===== src/rtl/agc_pkg.sv =====
// Shared types and constants for the AGC one's-complement datapath.
package agc_pkg;

  localparam int unsigned AGC_WORD_W = 15;

  typedef enum logic [1:0] {
    OP_COM = 2'd0,
    OP_CMP = 2'd1,
    OP_ADD = 2'd2,
    OP_SUB = 2'd3
  } op_e;

  typedef enum logic [1:0] {
    IDLE  = 2'd0,
    EXEC  = 2'd1,
    CARRY = 2'd2,
    DONE  = 2'd3
  } state_e;

endpackage


===== src/rtl/ones_comp_cmp.sv =====
// Combinational signed one's-complement compare; +0 and -0 compare equal.
module ones_comp_cmp #(
  parameter int unsigned WIDTH = 15
) (
  input  logic [WIDTH-1:0] x_i,
  input  logic [WIDTH-1:0] y_i,
  output logic             gt_o,
  output logic             eq_o,
  output logic             lt_o
);

  logic [WIDTH:0]        x_mag, y_mag;
  logic signed [WIDTH:0] x_val, y_val;

  // Map each word to its two's-complement value; -0 (all ones) becomes 0.
  always_comb begin
    x_mag = {1'b0, (x_i[WIDTH-1] ? ~x_i : x_i)};
    y_mag = {1'b0, (y_i[WIDTH-1] ? ~y_i : y_i)};
    x_val = x_i[WIDTH-1] ? -$signed(x_mag) : $signed(x_mag);
    y_val = y_i[WIDTH-1] ? -$signed(y_mag) : $signed(y_mag);
    gt_o  = (x_val > y_val);
    eq_o  = (x_val == y_val);
    lt_o  = (x_val < y_val);
  end

endmodule


===== src/rtl/ones_comp_unit.sv =====
// One's-complement COM/CMP/ADD/SUB unit with valid/ready handshake and
// a two-step end-around-carry adder.
module ones_comp_unit
  import agc_pkg::*;
#(
  parameter int unsigned WIDTH = AGC_WORD_W
) (
  input  logic             clk,
  input  logic             reset,
  input  logic             in_valid,
  output logic             in_ready,
  input  logic [1:0]       op,
  input  logic [WIDTH-1:0] a,
  input  logic [WIDTH-1:0] b,
  output logic             out_valid,
  input  logic             out_ready,
  output logic [WIDTH-1:0] result,
  output logic             gt,
  output logic             eq,
  output logic             lt,
  output logic             ovf
);

  state_e           state_q;
  op_e              op_q;
  logic [WIDTH-1:0] a_q, b_q, sum_q, result_q;
  logic             carry_q, gt_q, eq_q, lt_q, ovf_q, out_valid_q;

  logic [WIDTH-1:0] b_eff, fin, zx;
  logic [WIDTH:0]   raw;
  logic             ovf_c;
  logic             ab_gt, ab_eq, ab_lt, z_gt, z_eq, z_lt;

  always_comb begin
    b_eff = (op_q == OP_SUB) ? ~b_q : b_q;
    raw   = {1'b0, a_q} + {1'b0, b_eff};
    // The end-around add of a registered carry can never carry again.
    fin   = sum_q + {{(WIDTH-1){1'b0}}, carry_q};
    zx    = (state_q == CARRY) ? fin : ~a_q;
    ovf_c = (a_q[WIDTH-1] == b_eff[WIDTH-1]) && (fin[WIDTH-1] != a_q[WIDTH-1]);
  end

  ones_comp_cmp #(.WIDTH(WIDTH)) u_cmp_ab (
    .x_i  (a_q),
    .y_i  (b_q),
    .gt_o (ab_gt),
    .eq_o (ab_eq),
    .lt_o (ab_lt)
  );

  ones_comp_cmp #(.WIDTH(WIDTH)) u_cmp_zero (
    .x_i  (zx),
    .y_i  ({WIDTH{1'b0}}),
    .gt_o (z_gt),
    .eq_o (z_eq),
    .lt_o (z_lt)
  );

  always_ff @(posedge clk or posedge reset) begin
    if (reset) begin
      state_q     <= IDLE;
      op_q        <= OP_COM;
      a_q         <= '0;
      b_q         <= '0;
      sum_q       <= '0;
      carry_q     <= 1'b0;
      result_q    <= '0;
      gt_q        <= 1'b0;
      eq_q        <= 1'b0;
      lt_q        <= 1'b0;
      ovf_q       <= 1'b0;
      out_valid_q <= 1'b0;
    end else begin
      unique case (state_q)
        IDLE: begin
          if (in_valid) begin
            op_q    <= op_e'(op);
            a_q     <= a;
            b_q     <= b;
            state_q <= EXEC;
          end
        end
        EXEC: begin
          if (op_q == OP_COM || op_q == OP_CMP) begin
            result_q    <= (op_q == OP_COM) ? ~a_q : a_q;
            gt_q        <= (op_q == OP_COM) ? z_gt : ab_gt;
            eq_q        <= (op_q == OP_COM) ? z_eq : ab_eq;
            lt_q        <= (op_q == OP_COM) ? z_lt : ab_lt;
            ovf_q       <= 1'b0;
            out_valid_q <= 1'b1;
            state_q     <= DONE;
          end else begin
            {carry_q, sum_q} <= raw;
            state_q          <= CARRY;
          end
        end
        CARRY: begin
          result_q    <= fin;
          gt_q        <= z_gt;
          eq_q        <= z_eq;
          lt_q        <= z_lt;
          ovf_q       <= ovf_c;
          out_valid_q <= 1'b1;
          state_q     <= DONE;
        end
        DONE: begin
          if (out_ready) begin
            out_valid_q <= 1'b0;
            state_q     <= IDLE;
          end
        end
        default: state_q <= IDLE;
      endcase
    end
  end

  assign in_ready  = (state_q == IDLE);
  assign out_valid = out_valid_q;
  assign result    = result_q;
  assign gt        = gt_q;
  assign eq        = eq_q;
  assign lt        = lt_q;
  assign ovf       = ovf_q;

endmodule


===== config.mk =====
export PLATFORM = sky130hd
export DESIGN_NAME = ones_comp_unit
export DESIGN_NICKNAME = d
export VERILOG_FILES = /design/src/rtl/agc_pkg.sv /design/src/rtl/ones_comp_cmp.sv /design/src/rtl/ones_comp_unit.sv
export SDC_FILE = /design/constraint.sdc
export NUM_CORES = 1
export LEC_CHECK = 0
export ABC_AREA = 1
export BUFFER_PORTS_ARGS = -buffer_cell sky130_fd_sc_hd__buf_2
export CELL_PAD_IN_SITES_DETAIL_PLACEMENT = 1
export CELL_PAD_IN_SITES_GLOBAL_PLACEMENT = 1
export CORE_MARGIN = 10
export CORE_UTILIZATION = 47
export CTS_CLUSTER_DIAMETER = 60
export DETAILED_ROUTE_END_ITERATION = 12
export PLACE_DENSITY = 0.89
export SETUP_SLACK_MARGIN = 0.02
export SYNTH_ARGS = -nofsm -noshare
export SYNTH_HDL_FRONTEND = slang
export SYNTH_SLANG_ARGS = --single-unit

===== constraint.sdc =====
create_clock -name clk -period 11 [get_ports clk]
set_input_delay 2.2 -clock clk [delete_from_list [all_inputs] [get_ports clk]]
set_output_delay 2.2 -clock clk [all_outputs]
set_load 0.03 [all_outputs]

==> results by stage, run 1 <==
Logic synthesis:
- The mean instance size in the synthesized netlist is 6.984 sq um.
- The sequential cell area fraction in the yosys report is 0.2913.
- Synthesis produced a netlist with a net count of ~940.
- The async set-or-reset flop fraction in the synthesized netlist is 1.000.
- The number of synthesis warnings is 0.
- The count of cell types in the netlist is 46.
- Counting every instance in the synthesized netlist gives 861.
- The most used flip-flop cell after synthesis is sky130_fd_sc_hd__dfrtp_1.
- The post-synthesis instance area is approximately 6000 sq um.
- The synthesized design contains 70 register bits.
- The synthesized design contains 0 enable-type register cells.

Worst setup path:
- The count of cells along the worst register-to-register path is 25.
- The startpoint of the worst-slack reg-to-reg timing path is a_q[14].
- The slowest cell on the critical path is sky130_fd_sc_hd__dfrtp_1.
- Setup slack on the worst reg-to-reg path comes out at ~6300 ps.
- Among the stages of the critical path, the cell type that occurs most often is sky130_fd_sc_hd__nand2_1.
- The number of buffer and inverter instances along the worst setup path is 4.
- The capture instance of the worst register-to-register path is gt.
- The capturing element type of the critical path is a flop.
- STA classifies the critical path startpoint as a flop.
- The required time of the critical path is around 11000 ps.
- In this design, the stage delay of the slowest critical-path cell is roughly 840 ps.
- In this design, the largest share of critical-path delay is due to simple AND/OR/NAND/NOR gates.
- The largest fanout on the critical path is 17.
- The arrival time reported for the critical path endpoint is a little under 5000 ps.
- The critical path start-end classification is reg2reg.

CTS:
- The clock slew seen by the registers of the worst setup and hold paths is roughly 60 ps.
- Counting every sink on the clock net gives 70.
- The clock tree synthesis step divided the H-tree into 3 levels.
- The clock tree root buffer cell is sky130_fd_sc_hd__clkbuf_16.
- Once the clock tree was built, the resizer swapped 0 gates to a different size.
- TritonCTS built the clock tree.
- The buffer depth of the longest clock path is 2.
- The total setup buffers inserted after CTS is 0.
- TritonCTS created 9 clock buffers.
- At the later pin of the worst-skew pair, clock insertion delay measures about 350 ps.
- Buffers inserted to repair hold after CTS numbered 0.

Detailed routing:
- For this run, design rule violations remaining after detail routing come to 0.
- Dividing the detail-routed wire length by the instance count gives roughly 18 um.
- The iteration-0 DRC count of the detailed router is between 200 and 300.
- The final antenna-violating net count is 0.
- The pre-antenna-repair detailed-routing pass consisted of 5 iterations.
- Summed over all layers, the routed wires come to 19.88 mm.
- Dividing the detail-routed via count by the number of cells gives 5.544.
- Across all layers, the routed design uses approximately 6000 vias.

Finish:
- The share of final-layout standard cells stronger than drive strength 1 is 0.1396.
- For this run, the post-layout net count is between 900 and 1000.
- The final antenna diode count is 0.
- Relative to the synthesized area, the layout overhead comes to 12.26%.
- Counting the fill cells in the layout gives ~1700.

Timing:
- The headroom to the max-slew limit is 0.3844.
- The final count of negative-setup-slack endpoints is 0.
- At the pin with the least slew margin, the transition time is ~900 ps.
- Clock skew on the completed layout was measured at ~5.7 ps.
- The number of hold violations in the final report came to 0.
- The final clock period utilization by the worst path is 0.4243.
- The setup total negative slack is 0 ps.
- The time the worst path needs with I/O delays and setup is 4667 ps.
- The max-slew violation total from the final report is 0.
- The hold slack is 475.2 ps.
- Setup repair after global routing left no endpoint under its margin.
- Static timing analysis puts the maximum clock frequency at 0.2143 GHz.

Hold path:
- The class of the most critical hold timing path is reg2reg.
- The depth of the worst hold-timing path is 2.
- The source of the worst hold timing path is result[9].
- The terminating pin of the worst hold path is result[9].

Outcome:
- The flow ran to the end, and the final reports show no timing, DRC or antenna violations.

GRT:
- The initial antenna violation count is 0.
- The first global-routing pass estimated approximately 33 mm of wire.
- The global route total overflow is 0.
- The global-route usage over all layers is 0.2283.
- The number of global-route vias before repair is roughly 6400.
- Entering global routing, the biggest net connects 71 pins.

Floorplanning:
- The floorplan step defined a die boundary enclosing about 18000 sq um.
- 57 I/O pins were placed.
- The width of the die is around 130 um.
- The total area inside the core boundary comes to roughly 13000 sq um.
- In this run the core area contains 41 standard-cell rows.
- The die boundary height is ~130 um.
- The starting density of the core is 0.4784.

Flow run:
- The total of max-cap violations is 0.

Placement:
- The post-detailed-placement half-perimeter wirelength is 15.13 mm.
- Port buffering added 56 buffers.
- The final weighted congestion in routability-driven placement is around 0.93.
## worst reg2reg max path, cell delays in order, from the launching register on
cell	delay [ps]
sky130_fd_sc_hd__dfrtp_1	840
sky130_fd_sc_hd__xor2_1	250
sky130_fd_sc_hd__nor2_1	220
sky130_fd_sc_hd__nand2_1	70
sky130_fd_sc_hd__inv_1	80
sky130_fd_sc_hd__nand2_1	70
sky130_fd_sc_hd__inv_1	80
sky130_fd_sc_hd__nand2_1	80
sky130_fd_sc_hd__nor2_1	210
sky130_fd_sc_hd__inv_1	70
sky130_fd_sc_hd__nor2_1	140
sky130_fd_sc_hd__nand2_1	100
sky130_fd_sc_hd__nor2_1	140
sky130_fd_sc_hd__inv_1	70
sky130_fd_sc_hd__nor3_1	270
sky130_fd_sc_hd__nand2_1	120
sky130_fd_sc_hd__xnor2_1	150
sky130_fd_sc_hd__ha_1	320
sky130_fd_sc_hd__nand4_1	110
sky130_fd_sc_hd__or3_1	350
sky130_fd_sc_hd__a31o_2	220
sky130_fd_sc_hd__o2111ai_1	90
sky130_fd_sc_hd__xor2_1	250
sky130_fd_sc_hd__nand2_1	80
sky130_fd_sc_hd__o21ai_0	90
sky130_fd_sc_hd__a21oi_1	100
## metrics by stage
step / utilization / cells / cell area [sq um] / worst slack (ps)
floorplan: - / 861 / 6013 / 7032
global route: 0.5371 / 1089 / 6750 / 5914
detailed placement: 0.5130 / 1073 / 6447 / 6441
finish: 0.5371 / 1089 / 6750 / 6333
global placement: 0.5130 / 1073 / 6447 / 6888
CTS: 0.5371 / 1089 / 6750 / 6379
## logic make-up after synthesis
group,after synthesis,share of synthesized area
buf+inv,127,0.08302
mux,15,0.02809
xor+xnor,48,0.07116
simple gates,401,0.2940
compound gates,160,0.1479
flops,70,0.2913
fa+ha+maj,40,0.08448
## cell type report
| type | count | area [sq um] | share of cell area |
|---|---|---|---|
| inverter | 106 | 397.9 | 0.05894 |
| tap | 172 | 215.2 | 0.03188 |
| sequential | 70 | 1752 | 0.2595 |
| clock buffer | 13 | 260.3 | 0.03855 |
| multi-input combinational | 664 | 3765 | 0.5577 |
| timing repair buffer | 61 | 317.8 | 0.04708 |
| clock inverter | 3 | 42.54 | 0.006302 |
## cell usage after synthesis (3+ instances only)
library cell | instances | area [sq um]
sky130_fd_sc_hd__a21oi_1 | 69 | 345.3
sky130_fd_sc_hd__a22o_1 | 4 | 35.03
sky130_fd_sc_hd__a31oi_1 | 8 | 50.05
sky130_fd_sc_hd__buf_1 | 5 | 18.77
sky130_fd_sc_hd__buf_2 | 3 | 15.01
sky130_fd_sc_hd__buf_4 | 3 | 22.52
sky130_fd_sc_hd__clkbuf_1 | 9 | 33.78
sky130_fd_sc_hd__dfrtp_1 | 70 | 1752
sky130_fd_sc_hd__ha_1 | 39 | 488.0
sky130_fd_sc_hd__inv_1 | 100 | 375.4
sky130_fd_sc_hd__inv_2 | 4 | 15.01
sky130_fd_sc_hd__mux2_2 | 15 | 168.9
sky130_fd_sc_hd__nand2_1 | 205 | 769.5
sky130_fd_sc_hd__nand2_2 | 10 | 62.56
sky130_fd_sc_hd__nand3_1 | 45 | 225.2
sky130_fd_sc_hd__nand3_2 | 3 | 30.03
sky130_fd_sc_hd__nand4_1 | 19 | 118.9
sky130_fd_sc_hd__nor2_1 | 91 | 341.6
sky130_fd_sc_hd__nor2_2 | 5 | 31.28
sky130_fd_sc_hd__nor2_4 | 4 | 45.04
sky130_fd_sc_hd__nor3_1 | 8 | 40.04
sky130_fd_sc_hd__o21ai_0 | 49 | 245.2
sky130_fd_sc_hd__o21bai_1 | 3 | 22.52
sky130_fd_sc_hd__o22ai_1 | 11 | 68.82
sky130_fd_sc_hd__o31ai_1 | 3 | 22.52
sky130_fd_sc_hd__or2_2 | 3 | 18.77
sky130_fd_sc_hd__xnor2_1 | 18 | 157.7
sky130_fd_sc_hd__xor2_1 | 29 | 254.0
## worst max-delay path by stage
| stage | from | end | slack (ps) | cells past startpoint |
|---|---|---|---|---|
| 2_1_floorplan | reset | a_q[0] | 7030 | 1 |
| 3_3_place_gp | a_q[14] | gt | 6890 | 25 |
| 3_5_place_dp | a_q[14] | gt | 6440 | 25 |
| 4_1_cts | a_q[14] | gt | 6380 | 25 |
| 5_1_grt | a_q[14] | gt | 5910 | 25 |
| 6_report | a_q[14] | gt | 6330 | 25 |
## sequential cells by signal, summed over array words and instances, names as in the netlist, 2 cells and up
signal and count:
a_q 15, b_q 15, result 15, sum_q 15, op_q 2, state_q 2
## placed cells by master (no fill, tap or decap), types with 3 or more instances in the layout
cell type                   instances
sky130_fd_sc_hd__a21oi_1           69
sky130_fd_sc_hd__a22o_1             4
sky130_fd_sc_hd__a31oi_1            8
sky130_fd_sc_hd__buf_2             56
sky130_fd_sc_hd__buf_4              5
sky130_fd_sc_hd__clkbuf_16          9
sky130_fd_sc_hd__dfrtp_1           70
sky130_fd_sc_hd__ha_1              39
sky130_fd_sc_hd__inv_1             99
sky130_fd_sc_hd__inv_2              5
sky130_fd_sc_hd__mux2_2            15
sky130_fd_sc_hd__nand2_1          204
sky130_fd_sc_hd__nand2_2           11
sky130_fd_sc_hd__nand3_1           45
sky130_fd_sc_hd__nand3_2            3
sky130_fd_sc_hd__nand4_1           19
sky130_fd_sc_hd__nor2_1            91
sky130_fd_sc_hd__nor2_2             5
sky130_fd_sc_hd__nor2_4             4
sky130_fd_sc_hd__nor3_1             8
sky130_fd_sc_hd__o21ai_0           49
sky130_fd_sc_hd__o21bai_1           3
sky130_fd_sc_hd__o22ai_1           11
sky130_fd_sc_hd__o31ai_1            3
sky130_fd_sc_hd__or2_2              3
sky130_fd_sc_hd__xnor2_1           18
sky130_fd_sc_hd__xor2_1            29
## layer usage
layer / track usage / vias to the layer above / wire length, um
li1: - / 2932 / -
met1: 0.2679 / 2907 / 8290
met2: 0.4095 / 159 / 10170
met3: 0.03947 / 39 / 971
met4: 0.07799 / 0 / 443
met5: 0 / - / 0
Power of run 1 is not shown: default switching activity piles up to over one toggle a cycle in this logic, so the estimate is an artifact.
==> run 2, diff against run 1 <==
--- a/config.mk
+++ b/config.mk
@@ -10,10 +10,10 @@
 export CELL_PAD_IN_SITES_DETAIL_PLACEMENT = 1
 export CELL_PAD_IN_SITES_GLOBAL_PLACEMENT = 1
 export CORE_MARGIN = 10
-export CORE_UTILIZATION = 47
+export CORE_UTILIZATION = 44
 export CTS_CLUSTER_DIAMETER = 60
 export DETAILED_ROUTE_END_ITERATION = 12
-export PLACE_DENSITY = 0.89
+export PLACE_DENSITY = 0.84
 export SETUP_SLACK_MARGIN = 0.02
 export SYNTH_ARGS = -nofsm -noshare
 export SYNTH_HDL_FRONTEND = slang
==> constraint.sdc (replaced) <==
create_clock -name clk -period 4.4 [get_ports clk]
set_input_delay 0.88 -clock clk [delete_from_list [all_inputs] [get_ports clk]]
set_output_delay 0.88 -clock clk [all_outputs]
set_load 0.03 [all_outputs]
==> run 2 against run 1 <==
Flip-flop and latch count unchanged. Non-clock buffer count increased by 7. Final area increased by 1.9%. Utilization decreased by 2.0 points. Fmax increased by 17%. Critical path type unchanged. Critical endpoint unchanged.
==> results by stage, run 2 (synthesis results as in run 1) <==
Floorplanning:
- The standard-cell row count came to 42 (was 41).
- The die boundary height is 136.9 um (was 133.1 um).
- The core outline area is 13300 sq um (was 12570 sq um).
- The die footprint is 18740 sq um (was 17720 sq um).
- The width of the die is 136.9 um (was 133.1 um).
- The starting density of the core is 0.4523 (was 0.4784).
- The number of I/O pins is 57 (unchanged).

CTS:
- The source-to-sink clock delay at the later pin of the worst-skew pair is 350 ps (about the same).
- The number of hold buffers added after cts is 0 (unchanged).
- The TritonCTS clock tree is done (unchanged).
- The buffer depth of the longest clock path was 2 (unchanged).
- The clock net sink count was 70 (unchanged).
- The clock slew seen by the registers of the worst setup and hold paths was 60 ps (about the same).
- The clock tree root buffer cell is sky130_fd_sc_hd__clkbuf_16 (unchanged).
- The CTS buffer count came to 9 (unchanged).
- The H-tree depth reported by CTS came to 3 (unchanged).

GRT:
- The initial antenna violation count came to 0 (unchanged).
- The global-route usage over all layers came to 0.2044 (was 0.2283).
- The global route total overflow came to 0 (unchanged).
- The number of global-route vias before repair is 6192 (was 6413).
- The largest net degree at the start of global routing was 44 (was 71).
- The wire length of the first global-routing pass was 30.73 mm (was 32.93 mm).

Detailed routing:
- The iteration-0 DRC count of the detailed router was 254 (was 258).
- The final wirelength came to 19.04 mm (was 19.88 mm).
- The average via count per standard cell is 5.400 (was 5.544).
- The first-pass iteration count of the detailed router was 4 (was 5).
- The number of remaining DRC errors is 0 (unchanged).
- The routed wire length per instance is 17.31 um (was 18.25 um).
- The final antenna-violating net count was 0 (unchanged).
- The via count is 5940 (was 6037).

Worst setup path:
- The startpoint of the worst-slack reg-to-reg timing path is b_q[14] (was a_q[14]).
- The capture instance of the worst register-to-register path was gt (unchanged).
- The number of gates on the worst path with buffers counted is 26 (was 25).
- The slowest cell on the critical path is sky130_fd_sc_hd__dfrtp_4 (was sky130_fd_sc_hd__dfrtp_1).
- The startpoint of the worst setup timing path is b_q[14] (was a_q[14]).
- The arrival time reported for the critical path endpoint is 4220 ps (was 4900 ps).
- The startpoint type of the worst setup path is a flop (unchanged).
- The required time of the critical path is 4620 ps (was 11230 ps).
- The number of buffer and inverter instances along the worst setup path is 6 (was 4).
- The largest fanout on the critical path is 7 (was 17).
- The count of cells along the worst register-to-register path is 26 (was 25).
- The capturing element type of the critical path is a flop (unchanged).
- The worst reg-to-reg setup slack is 410 ps (was 6330 ps).
- The critical path start-end classification was reg2reg (unchanged).
- The cell type group with the largest total delay on the critical path is simple AND/OR/NAND/NOR gates (unchanged).
- The biggest cell delay along the critical path was 520 ps (was 840 ps).

Timing:
- The headroom to the max-slew limit is 0.3767 (was 0.3844).
- The time the worst path needs with I/O delays and setup is 3995 ps (was 4667 ps).
- The number of hold violations in the final report is 0 (unchanged).
- The achievable clock frequency is 0.2503 GHz (was 0.2143 GHz).
- The final count of negative-setup-slack endpoints came to 0 (unchanged).
- The clock skew is 6.200 ps (was 5.721 ps).
- The smallest setup slack after layout is 405.2 ps (was 6333 ps).
- The slew of the pin with the lowest slew margin is 931.7 ps (was 923.5 ps).
- The max-slew violation total from the final report is 0 (unchanged).
- The final clock period utilization by the worst path is 0.9079 (was 0.4243).

Finish:
- The count of fill cells added during filler insertion was 1744 (was 1666).
- Most frequent cells in the layout: sky130_fd_sc_hd__nand2_1, sky130_fd_sc_hd__inv_1, sky130_fd_sc_hd__nor2_1 (unchanged).
- The number of nets at the end of the flow is 995 (was 988).
- The final antenna diode count is 0 (unchanged).
- The share of final-layout standard cells stronger than drive strength 1 was 0.1591 (was 0.1396).
- The commonest non-fill, non-tap cell in the layout is sky130_fd_sc_hd__nand2_1 (unchanged).
- The share of the core filled with cells in the final layout is 0.5171 (was 0.5371).
- The layout-stage area growth over the synthesis result is 14.34% (was 12.26%).
- The post-route cell area is 6875 sq um (was 6750 sq um).

Placement:
- The setup slack at placement was 198.5 ps (was 6441 ps).
- The area of placed instances is 6482 sq um (was 6447 sq um).
- The final weighted congestion in routability-driven placement came to 0.8927 (was 0.9309).
- The quantity of I/O buffers inserted on ports is 56 (unchanged).
- The post-detailed-placement half-perimeter wirelength is 14.79 mm (was 15.13 mm).

Hold path:
- The class of the most critical hold timing path is reg2reg (unchanged).
- The depth of the worst hold-timing path was 2 (unchanged).
- The terminating pin of the worst hold path is result[9] (unchanged).
- The source of the worst hold timing path is result[9] (unchanged).

Outcome:
- Status: completed (unchanged).

Flow run:
- The total of max-cap violations is 0 (unchanged).
==> run 2: timing repair <==
action                     in CTS  in global routing
gates resized for setup         0                 13
setup endpoints to repair       0                  3
setup buffers                   0                  3
==> run 2: per-stage QoR <==
stage	setup TNS (ps)	std cells	hold WS (ps)
final	0	1100	476.6
after floorplan	0	861	455.3
after detailed placement	0	1081	471.5
after CTS	0	1097	488.0
after global placement	0	1081	463.3
after global routing	-126.9	1100	519.8
==> run 2: area by class of cell <==
| class | instances | area [sq um] | area share |
|---|---|---|---|
| flip-flops and latches | 70 | 1758 | 0.2557 |
| clock inverters | 6 | 93.84 | 0.01365 |
| well taps | 176 | 220.2 | 0.03203 |
| inverters | 106 | 397.9 | 0.05787 |
| repair buffers | 68 | 374.1 | 0.05441 |
| multi-input cells | 664 | 3792 | 0.5516 |
| clock buffers | 10 | 239.0 | 0.03476 |
==> run 2: worst max path at each step <==
stage,to
global placement,gt
detailed placement,gt
CTS,gt
global route,lt
floorplan,gt
finish,gt
==> run 2: metal layers <==
layer | vias to the layer above | global-route usage | part of all wire | wire [um]
met3 | 35 | 0.03116 | 0.034 | 652
met2 | 99 | 0.3555 | 0.49 | 9347
met1 | 2856 | 0.2505 | 0.45 | 8567
met5 | - | 0 | 0 | 0
met4 | 0 | 0.07260 | 0.025 | 470
li1 | 2950 | - | - | -
==> run 2: worst min-delay path: stages (launching register included) <==
cell and delay (ps):
sky130_fd_sc_hd__dfrtp_1 340, sky130_fd_sc_hd__nand2_1 50, sky130_fd_sc_hd__nand2_1 50
Power of run 2 is left out for the same reason.
==> run 3, diff against run 2 <==
==> constraint.sdc (replaced) <==
create_clock -name clk -period 4.3 [get_ports clk]
set_input_delay 0.86 -clock clk [delete_from_list [all_inputs] [get_ports clk]]
set_output_delay 0.86 -clock clk [all_outputs]
set_load 0.03 [all_outputs]
==> run 3 against run 2 <==
Clock skew shrank 0.78 ps. Flip-flop and latch count is the same. Final area shrank 0.60%. First-iteration DRC count up 8.7%. Die area is the same. Hold slack worse by 2.0 ps. Via count is 1.6% higher. Largest cell class unchanged.
==> results by stage, run 3 (synthesis results as in run 1) <==
Outcome:
- Status: completed (unchanged).

CTS:
- The source-to-sink clock delay at the later pin of the worst-skew pair is 340 ps (was 350 ps).
- The CTS buffer count is 9 (unchanged).
- The buffer depth of the longest clock path is 2 (unchanged).
- The TritonCTS clock tree is done (unchanged).
- The clock slew seen by the registers of the worst setup and hold paths is 60 ps (about the same).
- The clock net sink count was 70 (unchanged).
- The number of hold buffers added after cts is 0 (unchanged).
- The clock tree root buffer cell is sky130_fd_sc_hd__clkbuf_16 (unchanged).
- The H-tree depth reported by CTS was 3 (unchanged).

Detailed routing:
- The number of remaining DRC errors is 0 (unchanged).
- The first-pass iteration count of the detailed router came to 5 (was 4).
- The final wirelength is 19.05 mm (was 19.04 mm).
- The routed wire length per instance is 17.29 um (was 17.31 um).
- The via count is 6034 (was 5940).
- The iteration-0 DRC count of the detailed router is 276 (was 254).
- The final antenna-violating net count was 0 (unchanged).
- The average via count per standard cell is 5.475 (was 5.400).

Hold path:
- The class of the most critical hold timing path was reg2reg (unchanged).

Worst setup path:
- The arrival time reported for the critical path endpoint came to 4180 ps (was 4220 ps).
- The biggest cell delay along the critical path is 470 ps (was 520 ps).
- The cell type group with the largest total delay on the critical path is simple AND/OR/NAND/NOR gates (unchanged).
- The required time of the critical path is 4520 ps (was 4620 ps).
- The critical path start-end classification is reg2reg (unchanged).
- The capturing element type of the critical path was a flop (unchanged).
- The startpoint type of the worst setup path is a flop (unchanged).
- The slowest cell on the critical path is sky130_fd_sc_hd__dfrtp_2 (was sky130_fd_sc_hd__dfrtp_4).
- The largest fanout on the critical path is 11 (was 7).
- The number of buffer and inverter instances along the worst setup path was 6 (unchanged).

Finish:
- The commonest non-fill, non-tap cell in the layout is sky130_fd_sc_hd__nand2_1 (unchanged).
- The post-route cell area is 6834 sq um (was 6875 sq um).
- Most frequent cells in the layout: sky130_fd_sc_hd__nand2_1, sky130_fd_sc_hd__inv_1, sky130_fd_sc_hd__nor2_1 (unchanged).
- The share of final-layout standard cells stronger than drive strength 1 came to 0.1577 (was 0.1591).
- The layout-stage area growth over the synthesis result is 13.65% (was 14.34%).
- The number of nets at the end of the flow is 998 (was 995).
- The final antenna diode count is 0 (unchanged).

Placement:
- The quantity of I/O buffers inserted on ports came to 56 (unchanged).
- The final weighted congestion in routability-driven placement came to 0.9233 (was 0.8927).
- The post-detailed-placement half-perimeter wirelength is 14.92 mm (was 14.79 mm).
- The area of placed instances is 6505 sq um (was 6482 sq um).

Timing:
- The final clock period utilization by the worst path was 0.9211 (was 0.9079).
- The max-slew violation total from the final report came to 0 (unchanged).
- The achievable clock frequency was 0.2525 GHz (was 0.2503 GHz).
- The headroom to the max-slew limit was 0.3619 (was 0.3767).
- The final count of negative-setup-slack endpoints is 0 (unchanged).
- The clock skew is 5.418 ps (was 6.200 ps).
- The number of hold violations in the final report is 0 (unchanged).
- The slew of the pin with the lowest slew margin came to 953.8 ps (was 931.7 ps).
- The time the worst path needs with I/O delays and setup was 3961 ps (was 3995 ps).

GRT:
- The global-route usage over all layers was 0.2096 (was 0.2044).
- The initial antenna violation count came to 0 (unchanged).
- The wire length of the first global-routing pass is 31.22 mm (was 30.73 mm).
- The number of global-route vias before repair came to 6271 (was 6192).
- The largest net degree at the start of global routing was 44 (unchanged).
- The global route total overflow is 0 (unchanged).

Floorplanning:
- The starting density of the core is 0.4523 (unchanged).
- The die boundary height came to 136.9 um (unchanged).
- The number of I/O pins is 57 (unchanged).
- The standard-cell row count is 42 (unchanged).
- The width of the die is 136.9 um (unchanged).
- The core outline area is 13300 sq um (unchanged).
- The die footprint is 18740 sq um (unchanged).

Flow run:
- The total of max-cap violations came to 0 (unchanged).
-- run 3: what timing repair did --
action                                  4_1_cts  5_1_grt
buffers inserted                              0        3
gates resized for setup                       0       12
endpoints found under the setup margin        0        3
-- run 3: layout make-up --
class | count | area (sq um)
Sequential cell | 70 | 1753
Clock inverter | 1 | 5.005
Inverter | 106 | 397.9
Multi-Input combinational cell | 664 | 3797
Clock buffer | 14 | 264.0
Timing Repair Buffer | 71 | 396.6
Tap cell | 176 | 220.2
Fill cell | 1823 | 6461
-- run 3: per-stage QoR --
step	hold WS (ps)	util	setup WS, ps	TNS, ps	cells
floorplan	455.3	-	763.3	0	861
global placement	459.9	0.4893	516.2	0	1084
detailed placement	461.0	0.4893	258.9	0	1084
CTS	476.7	0.5095	187.8	0	1099
global route	509.5	0.5140	-2.333	-2.333	1102
finish	474.6	0.5140	339.5	0	1102
-- run 3: final timing paths --
check	startpoint	endpoint	slack, ps	cells past startpoint
max in group asynchronous	reset	b_q[14]	2670	3
max	b_q[14]	gt	340	25
max reg2reg	b_q[14]	gt	340	25
min reg2reg	result[9]	result[9]	470	2
min in group asynchronous	reset	state_q[0]	680	2
min	result[9]	result[9]	470	2
-- run 3: worst register-to-register path, cell delays in order, from the launching register on --
cell                        delay, ps
sky130_fd_sc_hd__dfrtp_2          470
sky130_fd_sc_hd__buf_6            180
sky130_fd_sc_hd__xnor2_2          190
sky130_fd_sc_hd__nand3_1          130
sky130_fd_sc_hd__nor2_2           160
sky130_fd_sc_hd__nand4_1           90
sky130_fd_sc_hd__inv_1             80
sky130_fd_sc_hd__nand2_1           60
sky130_fd_sc_hd__inv_1             70
sky130_fd_sc_hd__nand2_1           70
sky130_fd_sc_hd__inv_1             70
sky130_fd_sc_hd__nand2_1           90
sky130_fd_sc_hd__inv_1            100
sky130_fd_sc_hd__nand2_1           60
sky130_fd_sc_hd__inv_1             70
sky130_fd_sc_hd__o21ai_0          140
sky130_fd_sc_hd__o31ai_1          300
sky130_fd_sc_hd__ha_1             220
sky130_fd_sc_hd__nand4_1          120
sky130_fd_sc_hd__or3_1            360
sky130_fd_sc_hd__a31o_2           230
sky130_fd_sc_hd__o2111ai_1         80
sky130_fd_sc_hd__xor2_1           240
sky130_fd_sc_hd__nand2_1          100
sky130_fd_sc_hd__o21ai_2           80
sky130_fd_sc_hd__a21oi_1          100
-- run 3: per-layer routing --
metal  routed length [um]  track usage  share of wire  up-vias
met5                    0            0              0        -
met4                  459      0.06674          0.024        0
met3                  688      0.04765          0.036       30
met2                 9463       0.3662           0.50       99
met1                 8438       0.2490           0.44     2945
li1                     -            -              -     2960
Power of run 3 is left out for the same reason.
